`config.mk`:
```
export PLATFORM = sky130hd
export DESIGN_NAME = agen_lsu_skid_buffer
export DESIGN_NICKNAME = d
export VERILOG_FILES = /design/src/rtl/agen_lsu_skid_buffer.sv
export SDC_FILE = /design/constraint.sdc
export NUM_CORES = 1
export LEC_CHECK = 0
export CAP_MARGIN = 20
export CORE_UTILIZATION = 54
export DETAILED_ROUTE_END_ITERATION = 8
export GPL_ROUTABILITY_DRIVEN = 1
export PLACE_DENSITY_LB_ADDON = 0.08
export SYNTH_ARGS = -nofsm -noshare
export SYNTH_HDL_FRONTEND = slang
export SYNTH_SLANG_ARGS = --single-unit
```
`constraint.sdc`:
```
create_clock -name clk -period 4.3 [get_ports clk]
set_input_delay 0.86 -clock clk [delete_from_list [all_inputs] [get_ports clk]]
set_output_delay 0.86 -clock clk [all_outputs]
set_load 0.1 [all_outputs]
```
`src/rtl/agen_lsu_skid_buffer.sv`:
```
// agen_lsu_skid_buffer: 2-entry registered skid buffer between AGEN and LSU with
// misalignment flagging and branch-mask based squash/compaction.
module agen_lsu_skid_buffer #(
  parameter int DATA_W  = 32,
  parameter int SIZE_W  = 2,
  parameter int LSQ_W   = 5,
  parameter int BMASK_W = 4
) (
  input  logic               clk,
  input  logic               reset_n,
  input  logic               valid_i,
  output logic               ready_o,
  input  logic [DATA_W-1:0]  address_i,
  input  logic [SIZE_W-1:0]  ldstSize_i,
  input  logic               isLoad_i,
  input  logic [LSQ_W-1:0]   lsqId_i,
  input  logic [BMASK_W-1:0] bMask_i,
  input  logic               flush_i,
  input  logic               brValid_i,
  input  logic               brMispred_i,
  input  logic [BMASK_W-1:0] brTag_i,
  output logic               valid_o,
  input  logic               ready_i,
  output logic [DATA_W-1:0]  address_o,
  output logic [SIZE_W-1:0]  ldstSize_o,
  output logic               isLoad_o,
  output logic [LSQ_W-1:0]   lsqId_o,
  output logic [BMASK_W-1:0] bMask_o,
  output logic               misaligned_o
);
  localparam logic [SIZE_W-1:0] LDST_HALF_WORD = SIZE_W'(1);
  localparam logic [SIZE_W-1:0] LDST_WORD      = SIZE_W'(2);
  typedef struct packed {
    logic [DATA_W-1:0]  addr;
    logic [SIZE_W-1:0]  size;
    logic               ld;
    logic [LSQ_W-1:0]   lsq;
    logic [BMASK_W-1:0] mask;
    logic               mis;
  } entry_t;
  typedef enum logic [1:0] {EMPTY, ONE, FULL} state_t;
  state_t             r_state, w_next;
  entry_t             r_e0, r_e1, w_e0, w_e1, w_in, w_n0, w_n1;
  logic [BMASK_W-1:0] w_clr;
  logic               w_mispred, w_kill_in, w_push, w_pop, w_keep0, w_keep1;
  logic [1:0]         w_cnt;
  always_comb begin
    w_mispred = brValid_i & brMispred_i;
    w_clr     = (brValid_i & ~brMispred_i) ? brTag_i : '0;
    w_in      = '{addr: address_i, size: ldstSize_i, ld: isLoad_i, lsq: lsqId_i,
                  mask: bMask_i & ~w_clr,
                  mis: (ldstSize_i == LDST_HALF_WORD & address_i[0]) |
                       (ldstSize_i == LDST_WORD & |address_i[1:0])};
    w_kill_in = w_mispred & |(bMask_i & brTag_i);
    w_push    = valid_i & ready_o & ~w_kill_in;
    w_pop     = valid_o & ready_i;
    w_e0      = r_e0;
    w_e0.mask = r_e0.mask & ~w_clr;
    w_e1      = r_e1;
    w_e1.mask = r_e1.mask & ~w_clr;
    // a popped head has left for the LSU, so a same-cycle kill cannot touch it
    w_keep0   = (r_state != EMPTY) & ~w_pop & ~(w_mispred & |(r_e0.mask & brTag_i));
    w_keep1   = (r_state == FULL) & ~(w_mispred & |(r_e1.mask & brTag_i));
    w_n0      = w_keep0 ? w_e0 : w_keep1 ? w_e1 : w_in;
    w_n1      = (w_keep0 & w_keep1) ? w_e1 : w_in;
    w_cnt     = 2'(w_keep0) + 2'(w_keep1) + 2'(w_push);
    w_next    = flush_i ? EMPTY : w_cnt == 2'd0 ? EMPTY : w_cnt == 2'd1 ? ONE : FULL;
  end
  always_ff @(posedge clk or negedge reset_n) begin
    if (!reset_n) begin
      r_state <= EMPTY;
      r_e0    <= '0;
      r_e1    <= '0;
      valid_o <= 1'b0;
      ready_o <= 1'b1;
    end else begin
      r_state <= w_next;
      r_e0    <= w_n0;
      r_e1    <= w_n1;
      valid_o <= w_next != EMPTY;
      ready_o <= w_next != FULL;
    end
  end
  assign address_o    = r_e0.addr;
  assign ldstSize_o   = r_e0.size;
  assign isLoad_o     = r_e0.ld;
  assign lsqId_o      = r_e0.lsq;
  assign bMask_o      = r_e0.mask;
  assign misaligned_o = r_e0.mis;
endmodule

```
==> run metrics, run 1 <==
Period Utilization, post-route=0.672; Warnings, synthesis=0; Clock transition at path regs=90 ps; data required time at the worst endpoint=3440 ps; Post-Syn Area=4260 um2; Lkg Pwr=2.11 nW; number of flops mapped to enable cells by yosys=0; H-tree level count=3; Seq cells post-synth=94; CP delay by family, top=buffers and inverters; # diodes=0; CP Launch Type=flop; Area Overhead vs Synth=30.5%; Synth async-reset ratio=1.00; Worst slew margin=0.330; r2r startpoint=r_state[0]$_DFF_PN0_; Tot Pwr=3.66 mW; gr usage total=0.273; IO Port Bufs=101; sequential element share of the synthesized area=0.553; number of iterations in the first detailed-routing pass=5; fin. max-slew vios=0; root buffer cell=clkbuf_8; fin crit period=2890 ps; Hold Crit Class=flop to flop; starting DRC count in detailed routing=276; cts bufs inserted=9; Top Ports=102; HP Start=r_e1[10]$_DFFE_PN0N_; Synth area leaders=dfrtp_1 (55%), mux2_2 (10%), a31oi_1 (6.5%); Max Cap Viol=0; pre-CTS setup slack=1110 ps; Residual DRC=0; CP startpoint=ready_o$_DFF_PN1_; Die Height=90.8 um; pwr/cell area=659 nW/um2; Vias/cell=6.17; # setup viols final=0; number of global-route vias before repair=3521; Worst setup EP type=output pin; Starting Density=0.554; Post-Syn Nets=452; clk sinks=94; Crit Path Class=flop to output pin; Final ANT Viol Nets=0; Max clock buf depth=2; largest fanout on the critical path=2; first-pass GRT wire length=17800 um; die area=8240 um2; Non-Filler Instances=588; fin nets=537; Final Skew=11.7 ps; VDD IR max=0.378 mV; TNS Setup=0 ps; final worst slack=1410 ps; TritonCTS clock tree=done; Max Fclk=346 MHz; later-pin clock latency in the skew report=350 ps; synthesized instance count=396; ratio of cells with drive above 1 in the final layout=0.152; Netlist cell types=33; gpl congestion=0.817; WL/cell=18.7 um; Die X=90.8 um; number of hold buffers added after CTS=0; CORE AREA=7690 um2; CP Data Arrival Time=2030 ps; initial antenna violation count=0; predominant post-synthesis flop cell=dfrtp_1; post-CTS setup repair buffer count=0; Yosys top cell by area=dfrtp_1; Avg Inst Size Synth=10.8 um2; status=finished clean; HPWL after detailed placement=6390 um; crit path cell chain=clkdlybuf4s50_1; largest net degree at the start of global routing=64; share of the synthesized area in the top cell type=0.547; Post-Route WL=11000 um; Hold Fails Final Rpt=0; routed vias=3629; Rows=32; Resized Gates After CTS=0; max incr delay on CP=1130 ps; unrepaired setup endpoints after global routing=false; Crit-path slowest cell=clkdlybuf4s50_1; GRT overflow=0; crit path buf inv count=1; placed insts=572; Worst Tran Pin Value=1000 ps
==> cell usage after synthesis, types with 2 or more instances <==
master     n
a21oi_1    3
a22o_1     4
a22oi_1    2
a31oi_1   44
buf_1      6
buf_2      2
buf_6      4
clkbuf_1  25
dfrtp_1   93
inv_1      2
mux2_1     2
mux2_2    39
mux2i_1    4
nand2_1   15
nand3_1   44
nor2b_1    3
nor3_1    40
o21ai_0   44
o21ai_1    2
o31ai_1    4
or2_2      2
==> cells in the final DEF (no fill, tap or decap), types with 2 or more instances in the layout <==
cell / instances
a21oi_1: 2
a22o_1: 4
a22oi_1: 2
a31oi_1: 44
buf_4: 11
bufinv_16: 2
clkbuf_1: 2
clkbuf_8: 9
clkdlybuf4s50_1: 100
clkinvlp_4: 2
dfrtp_1: 93
inv_1: 2
mux2_1: 2
mux2_2: 39
mux2i_1: 4
nand2_1: 15
nand3_1: 44
nor2b_1: 2
nor3_1: 40
o21ai_0: 44
o21ai_4: 2
o31ai_1: 4
or2_2: 2
==> power by group <==
| part | leakage, nW | internal [mW] | switching (mW) |
|---|---|---|---|
| combinational | 0.914 | 0.436 | 1.41 |
| sequential | 1.10 | 1.06 | 0.118 |
| clock | 0.0998 | 0.329 | 0.303 |
| total | 2.11 | 1.83 | 1.83 |
==> state kept, by name, indices dropped and copies added (netlist names) <==
register,count
valid_o,1
address_o,32
isLoad_o,1
misaligned_o,1
ldstSize_o,2
r_state,2
lsqId_o,5
bMask_o,4
ready_o,1
r_e1,45
==> per-layer routing <==
metal  track usage  vias up  wire length [um]
li1              -     1637                 -
met1         0.378     1836              4670
met2         0.447      144              5540
met3        0.0337       12               643
met4        0.0979        0               133
met5             0        -                 0
==> stage by stage <==
| step | hold slack, ps | utilization | cell area, um2 |
|---|---|---|---|
| floorplan | 464 | - | 4260 |
| global placement | 473 | 0.695 | 5340 |
| detailed placement | 492 | 0.695 | 5340 |
| CTS | 512 | 0.723 | 5560 |
| global route | 520 | 0.723 | 5560 |
| finish | 513 | 0.723 | 5560 |
==> logic make-up after synthesis <==
group | share of synthesized area
compound gates | 0.157
simple gates | 0.124
flops | 0.553
mux | 0.118
buf+inv | 0.0420
xor+xnor | 0.00206
fa+ha+maj | 0.00470
==> layout make-up <==
class                      instances  area (um2)
fill                             582        2130
inverter                           2        7.51
multi-input combinational        263        1770
tap                              102         128
sequential                        94        2350
clock inverter                     5        83.8
clock buffer                      11         131
timing repair buffer             111        1080
==> worst paths after layout <==
kind                       slack, ps  depth (start not counted)                         to
max reg2reg                     1780                          4       r_e1[12]$_DFFE_PN0N_
min reg2reg                      510                          1       r_e1[10]$_DFFE_PN0N_
max                             1410                          1                    ready_o
min in group asynchronous        560                          1  address_o[26]$_DFFE_PN0P_
min                              510                          1       r_e1[10]$_DFFE_PN0N_
max in group asynchronous       2750                          2          ready_o$_DFF_PN1_
Note: power is estimated with default switching activity, not from simulation.
==> run 2, diff against run 1 <==
--- a/config.mk
+++ b/config.mk
@@ -6,7 +6,7 @@
 export NUM_CORES = 1
 export LEC_CHECK = 0
 export CAP_MARGIN = 20
-export CORE_UTILIZATION = 54
+export CORE_UTILIZATION = 45
 export DETAILED_ROUTE_END_ITERATION = 8
 export GPL_ROUTABILITY_DRIVEN = 1
 export PLACE_DENSITY_LB_ADDON = 0.08
==> constraint.sdc (replaced) <==
create_clock -name clk -period 2.6 [get_ports clk]
set_input_delay 0.52 -clock clk [delete_from_list [all_inputs] [get_ports clk]]
set_output_delay 0.52 -clock clk [all_outputs]
set_load 0.1 [all_outputs]
==> run metrics, run 2 (synthesis results as in run 1) <==
Hold Fails Final Rpt=0; CP delay by family, top=simple AND/OR/NAND/NOR gates; Tot Pwr=6.00 mW; IO Port Bufs=101; Lkg Pwr=2.17 nW; root buffer cell=clkbuf_8; final worst slack=291 ps; Die X=99.3 um; max incr delay on CP=480 ps; Period Utilization, post-route=0.888; initial antenna violation count=0; Worst Tran Pin Value=687 ps; number of global-route vias before repair=3552; Worst setup EP type=flop; worst reg2reg endpoint=r_state[1]$_DFF_PN0_; Worst slew margin=0.542; status=finished clean; Final ANT Viol Nets=0; Area Overhead vs Synth=29.7%; VDD IR max=0.539 mV; Max Fclk=433 MHz; pwr/cell area=1090 nW/um2; crit-path most repeated cell=or2_2; fin nets=541; Starting Density=0.463; Max Cap Viol=0; first-pass GRT wire length=18100 um; HPWL after detailed placement=6390 um; CP Launch Type=primary input; r2r startpoint=bMask_o[2]$_DFF_PN0_; fin crit period=2310 ps; pre-CTS setup slack=-74.6 ps; # setup viols final=0; max FFs per register=45; routed vias=3520; data required time at the worst endpoint=2880 ps; Max clock buf depth=2; number of cells on the worst reg-to-reg path=6; crit path cell chain=clkdlybuf4s50_1, a22oi_1, a21oi_4, or2_2, fa_1, or2_2, inv_1; number of hold buffers added after CTS=0; Resized Gates After CTS=0; CORE AREA=9200 um2; later-pin clock latency in the skew report=360 ps; GRT overflow=0; crit path buf inv count=2; Hold Crit Class=primary input to async pin; Post-Route WL=10900 um; largest net degree at the start of global routing=53; WL/cell=18.1 um; gpl congestion=0.832; gr usage total=0.236; cts bufs inserted=9; Residual DRC=0; Most flops, register=r_e1; commonest non-fill, non-tap cell in the layout=dfrtp_1; starting DRC count in detailed routing=206; Clock transition at path regs=100 ps; Crit Path Class=primary input to flop; CP Data Arrival Time=2590 ps; die area=9850 um2; most frequent cells in the layout=dfrtp_1 (88), buf_4 (60), clkdlybuf4s50_1 (53); H-tree level count=3; Die Height=99.3 um; largest fanout on the critical path=4; TritonCTS clock tree=done; r2r setup slk=470 ps; post-CTS setup repair buffer count=0; clk sinks=94; number of iterations in the first detailed-routing pass=4; Top Ports=102; TNS Setup=0 ps; ratio of cells with drive above 1 in the final layout=0.265; # diodes=0; unrepaired setup endpoints after global routing=false; Vias/cell=5.86; Crit-path slowest cell=clkdlybuf4s50_1; fin. max-slew vios=0; Final Skew=20.8 ps; Rows=35
run 2: worst register-to-register path, cell delays in order, from the launching register on:
cell and delay, ps:
dfrtp_4 500, a22oi_1 290, a21oi_4 120, or2_2 340, fa_1 460, or2_2 300, inv_1 50
run 2: metrics by stage:
stage,util,instances,instance area [um2],hold WS (ps)
6_report,0.601,601,5520,189
5_1_grt,0.601,601,5520,241
4_1_cts,0.601,601,5520,212
3_5_place_dp,0.577,585,5310,485
3_3_place_gp,0.577,585,5310,474
2_1_floorplan,-,396,4280,224
run 2: worst max path at each step:
| stage | startpoint | to | cells after the start |
|---|---|---|---|
| detailed placement | brTag_i[2] | r_state[1]$_DFF_PN0_ | 7 |
| global placement | brTag_i[2] | r_e1[35]$_DFFE_PN0N_ | 6 |
| global route | brTag_i[2] | r_state[1]$_DFF_PN0_ | 7 |
| floorplan | bMask_o[1]$_DFF_PN0_ | r_state[1]$_DFF_PN0_ | 9 |
| CTS | brTag_i[2] | r_state[1]$_DFF_PN0_ | 7 |
| finish | brTag_i[2] | r_state[1]$_DFF_PN0_ | 7 |
run 2: layer usage:
metal	part of all wire	up-vias	track usage
met3	0.051	10	0.0527
met1	0.44	1777	0.308
met2	0.50	90	0.400
li1	-	1643	-
met5	0	-	0
met4	0.0073	0	0.0577
run 2: final cells by class:
cell class | count | area (um2)
inverter | 2 | 7.51
fill | 829 | 3670
clock buffer | 11 | 131
clock inverter | 5 | 83.8
sequential | 94 | 2370
timing repair buffer | 115 | 1020
multi-input combinational | 263 | 1770
tap | 111 | 139
run 2: power by group:
part	total, mW	switching [mW]	internal (mW)
combinational	2.98	2.34	0.645
clock	1.07	0.519	0.547
sequential	1.95	0.183	1.77
